**config.mk**
```make
export PLATFORM = sky130hd
export DESIGN_NAME = cipher_frame_sched
export DESIGN_NICKNAME = d
export VERILOG_FILES = /design/src/rtl/cipher_frame_sched.sv
export SDC_FILE = /design/constraint.sdc
export NUM_CORES = 1
export LEC_CHECK = 0
export BUFFER_PORTS_ARGS = -buffer_cell sky130_fd_sc_hd__buf_2
export CAP_MARGIN = 10
export CORE_UTILIZATION = 53
export DETAILED_ROUTE_END_ITERATION = 16
export GPL_TIMING_DRIVEN = 0
export PLACE_DENSITY = 0.85
export RECOVER_POWER = 50
export SLEW_MARGIN = 20
export SYNTH_ARGS = -nofsm -noshare
export SYNTH_HDL_FRONTEND = slang
export SYNTH_SLANG_ARGS = --single-unit
```
**constraint.sdc**
```tcl
create_clock -name clk -period 8.95 [get_ports clk]
set_input_delay 1.79 -clock clk [delete_from_list [all_inputs] [get_ports clk]]
set_output_delay 1.79 -clock clk [all_outputs]
set_load 0.05 [all_outputs]
```
**src/rtl/cipher_frame_sched.sv**
```systemverilog
// Frame scheduler: once per period builds a plaintext block from the sensor reading, waits out the
// encryptor latency, then hands the ciphertext to the UART sender with a busy handshake.
module cipher_frame_sched #(
  parameter int PERIOD_CYCLES = 100_000_000,
  parameter int ENC_LATENCY   = 3,
  parameter int BUSY_WAIT     = 16
) (
  input  logic        clk,
  input  logic        rst,
  input  logic        en,
  input  logic [19:0] temp_data,
  output logic [63:0] enc_in,
  input  logic [63:0] enc_out,
  input  logic        uart_tx_busy,
  output logic        uart_en,
  output logic [63:0] uart_din,
  output logic [31:0] disp_data,
  output logic [15:0] frame_cnt,
  output logic [7:0]  overrun_cnt
);

  localparam int PW = $clog2(PERIOD_CYCLES);
  localparam int LW = $clog2(ENC_LATENCY + 1);
  localparam int BW = $clog2(BUSY_WAIT + 1);
  localparam logic [PW-1:0] PMAX = PW'(PERIOD_CYCLES - 1);
  localparam logic [LW-1:0] LMAX = LW'(ENC_LATENCY - 1);
  localparam logic [BW-1:0] BMAX = BW'(BUSY_WAIT - 1);

  typedef enum logic [2:0] {
    IDLE, WAIT_ENC, WAIT_TX, SEND, WAIT_RISE, WAIT_FALL, DONE
  } state_t;

  state_t        state, state_nxt;
  logic [PW-1:0] pcnt;
  logic [LW-1:0] lcnt;
  logic [BW-1:0] bcnt;
  logic          tick;

  assign tick = en && (pcnt == PMAX);

  always_ff @(posedge clk or posedge rst) begin
    if (rst)              pcnt <= '0;
    else if (!en)         pcnt <= '0;
    else if (pcnt == PMAX) pcnt <= '0;
    else                  pcnt <= pcnt + 1'b1;
  end

  always_ff @(posedge clk or posedge rst) begin
    if (rst) state <= IDLE;
    else     state <= state_nxt;
  end

  always_comb begin
    state_nxt = state;
    uart_en   = 1'b0;
    case (state)
      IDLE:      if (tick) state_nxt = WAIT_ENC;
      WAIT_ENC:  if (lcnt == LMAX) state_nxt = WAIT_TX;
      WAIT_TX:   if (!uart_tx_busy) state_nxt = SEND;
      SEND: begin
        uart_en   = 1'b1;
        state_nxt = WAIT_RISE;
      end
      // A sender that never raises busy is treated as having finished its byte train.
      WAIT_RISE: begin
        if (uart_tx_busy)      state_nxt = WAIT_FALL;
        else if (bcnt == BMAX) state_nxt = DONE;
      end
      WAIT_FALL: if (!uart_tx_busy) state_nxt = DONE;
      DONE:      state_nxt = IDLE;
      default:   state_nxt = IDLE;
    endcase
  end

  always_ff @(posedge clk or posedge rst) begin
    if (rst) begin
      lcnt <= '0;
      bcnt <= '0;
    end else begin
      if (state == IDLE && tick)  lcnt <= '0;
      else if (state == WAIT_ENC) lcnt <= lcnt + 1'b1;
      if (state == SEND)                          bcnt <= '0;
      else if (state == WAIT_RISE && !uart_tx_busy) bcnt <= bcnt + 1'b1;
    end
  end

  // The pre-increment frame count doubles as a nonce so identical readings encrypt differently.
  always_ff @(posedge clk or posedge rst) begin
    if (rst) begin
      enc_in      <= '0;
      uart_din    <= '0;
      disp_data   <= '0;
      frame_cnt   <= '0;
      overrun_cnt <= '0;
    end else begin
      if (state == IDLE && tick) enc_in <= {frame_cnt, 28'h0, temp_data};
      if (state == WAIT_ENC && lcnt == LMAX) begin
        uart_din  <= enc_out;
        disp_data <= enc_out[31:0];
      end
      if (state == DONE) frame_cnt <= frame_cnt + 1'b1;
      if (tick && state != IDLE && overrun_cnt != 8'hFF) overrun_cnt <= overrun_cnt + 1'b1;
    end
  end

endmodule

```
==> results.sh <==
export IMPL_cp_data_required_time_ps=8840
export IMPL_route_antenna_remaining_nets=0
export IMPL_grt_pass1_wl_um=26200
export IMPL_numPlacedInstances=1041
export IMPL_wirelength_um=16600
export IMPL_numClockSinks=161
export IMPL_num_rows=42
export IMPL_worstPathCellList="buf_2 -> clkinvlp_2"
export IMPL_final_instance_count_excl_fill=1072
export IMPL_place_gp_congestion=0.821
export IMPL_root_buffer="clkbuf_16"
export IMPL_start_kind="primary input"
export IMPL_cts_tree="yes"
export IMPL_area_delta_synth_final_pct=28.2
export IMPL_violations="capacitance limit, slew limit"
export IMPL_cp_arrival_ps=4040
export IMPL_die_w_um=120
export IMPL_crit_path_max_incr_delay_ps=2100
export IMPL_worstPathMaxFanout=88
export IMPL_die_y_um=120
export IMPL_slew_violations=99
export IMPL_cts_setup_buffers=0
export IMPL_synthesis_instances=593
export IMPL_grt_overflow=0
export IMPL_fin_crit_ps=4160
export IMPL_ys_seq_area_frac=0.549
export IMPL_viasPerCell=5.10
export IMPL_clk_latency_ps=420
export IMPL_synth_area_um2=7340
export IMPL_yosysWarnings=0
export IMPL_critPathKind="in -> async"
export IMPL_min_period_over_period=0.464
export IMPL_powerDensity_nw_per_um2=344
export IMPL_final_nets=978
export IMPL_initialDrtViolationCount=238
export IMPL_clkSlewWorstSetupHoldPaths_ps=60
export IMPL_grt_use_total=0.238
export IMPL_finalClockSkew_ps=9.31
export IMPL_maxCapViolCount=2
export IMPL_hold_viol=0
export IMPL_leakage_uw=0.00494
export IMPL_path_buf_inv=2
export IMPL_fin_setup_tns_ps=0
export IMPL_slowest_stage="clkinvlp_2"
export IMPL_cts_resized=0
export IMPL_drc=0
export IMPL_drive_gt1_frac=0.503
export IMPL_vias=5470
export IMPL_numCtsBuffers=17
export IMPL_hold_class="reg -> reg"
export IMPL_drtPass1Iterations=5
export IMPL_fmax_mhz=241
export IMPL_rsz0062_at_grt="no"
export IMPL_io_pins=273
export IMPL_core_region_area_um2=13400
export IMPL_diodes=0
export IMPL_start_util=0.548
export IMPL_dp_hpwl_um=12200
export IMPL_end_kind="async pin"
export IMPL_ys_types=51
export IMPL_ys_ff_latch=161
export IMPL_dieArea_um2=14300
export IMPL_status="complete, but fails checks"
export IMPL_wl_per_cell_um=15.5
export IMPL_slew_headroom=-1.51
export IMPL_vdd_ir_drop_worst_mv=0.184
export IMPL_antenna_found_initial=2
export IMPL_setup_violations=0
export IMPL_avgSynthCellArea_um2=12.4
export IMPL_holdBufCountCts=0
export IMPL_worst_pin_slew_ps=3750
export IMPL_path_delay_family="buffers and inverters"
export IMPL_grt_pass1_vias=5284
export IMPL_htree_num_levels=4
export IMPL_cts_max_path_buffers=2
export IMPL_grt_max_degree=89
export IMPL_portBuffers=244
-- through the flow --
step	hold slack, ps	utilization	setup WS, ps	instance area (µm²)	total power [µW]
floorplan	450	-	2810	7440	2220
global placement	464	0.663	1040	8880	2530
finish	486	0.703	4790	9410	3230
detailed placement	474	0.666	5650	8920	2560
global route	512	0.703	4190	9410	3360
CTS	490	0.708	5170	9490	3260
-- cells by family (layout without fill, tap and decap cells) --
group           Yosys count  count (layout)  synth area share
xor+xnor                 36              36            0.0429
simple gates            143             143             0.116
flops                   161             161             0.549
buf+inv                  95             371            0.0854
other cells               1              28          0.000511
fa+ha+maj                 6               6            0.0102
compound gates           49              49            0.0397
mux                     102             102             0.156
-- metal layers --
metal	wire length (µm)	up-vias	track usage
li1	-	2589	-
met1	6500	2651	0.272
met2	8720	196	0.420
met3	946	30	0.0604
met4	408	4	0.103
met5	25	-	0
-- cell type report --
cell class / instances / area (µm²)
Clock inverter: 9 / 80.1
Clock buffer: 22 / 494
Sequential cell: 161 / 4030
Timing Repair Buffer: 245 / 1250
Inverter: 14 / 53.8
Fill cell: 976 / 3990
Buffer: 81 / 547
Multi-Input combinational cell: 364 / 2740
Tap cell: 176 / 220
-- worst paths after layout --
kind                                   start  cells past startpoint      endpoint  slack [ps]
min in group asynchronous                rst                      2  uart_din[31]        2490
worst max register to register      state[0]                      4  uart_din[63]        5770
worst max-delay path                     rst                      2  frame_cnt[5]        4790
worst min-delay path            uart_din[48]                      1  uart_din[48]         490
max in group clk                    state[1]                      5       uart_en        5200
worst min register to register  uart_din[48]                      1  uart_din[48]         490
-- report_power, final --
group          switching, µW  internal, µW
Sequential               112           896
Combinational           1100           431
Clock                    282           417
Total                   1490          1740
-- registers in the layout (all words and copies together), names as in the netlist --
signal and count:
overrun_cnt 8, frame_cnt 16, bcnt 5, uart_din 64, lcnt 2, enc_in 36
state 3, pcnt 27
-- synth_stat cells (all sizes together) --
library cell  count  area share
a21bo             1      0.0014
a31oi             1     0.00085
nand2            15      0.0077
nand4            17       0.019
o31ai             3      0.0031
and3              5      0.0043
and3b             1      0.0012
xor2             21       0.025
or4               5      0.0056
inv              13      0.0066
nor4b             1      0.0012
o22ai             1     0.00085
a21oi            20       0.014
nor3b             1      0.0010
buf              76       0.075
nor2b             1     0.00085
nor2             29       0.015
and4b             1      0.0014
dfrtp           161        0.55
nor3             15       0.010
clkinv            1     0.00051
xnor2            15       0.018
or3              11      0.0094
nor4              9       0.012
nand2b            2      0.0017
o21a              1      0.0010
o21ai            12      0.0082
nand4b            1      0.0012
ha                6       0.010
a2bb2oi           1      0.0012
o211ai            3      0.0031
a311oi            1      0.0012
and4              8      0.0097
conb              1     0.00051
clkbuf            5      0.0027
a211oi            3      0.0031
mux2            102        0.16
nand3b            2      0.0020
nand3            16       0.011
a22oi             1      0.0010
a2111oi           1      0.0012
or2               3      0.0026
-- layout by cell type, fill, tap and decap left out, types with 2 or more instances in the layout --
master     Yosys  routed
clkbuf_8       0       5
or2_2          3       3
conb_1         1      28
nand4_1       15      16
xnor2_1       15      15
or3_1         11      11
clkinv_2       0       5
nand3b_1       2       2
inv_1         13      12
xor2_1        21      21
nor3_1        15      15
nand2b_1       2       2
ha_1           6       6
o31ai_1        3       3
and4_1         7       7
nand3_1       16      16
clkbuf_16      0      17
clkbuf_1       4      13
nor2_1        29      29
o211ai_1       3       3
or4_1          4       4
buf_4         60      60
nor4_1         7       9
a21oi_1       20      20
and3_1         5       5
nand2_1       15      15
mux2_2        99      99
buf_2         11     250
mux2_1         3       3
dfrtp_1      161     161
o21ai_0       12      12
a211oi_1       3       3
(Power assumes the default switching activity.)
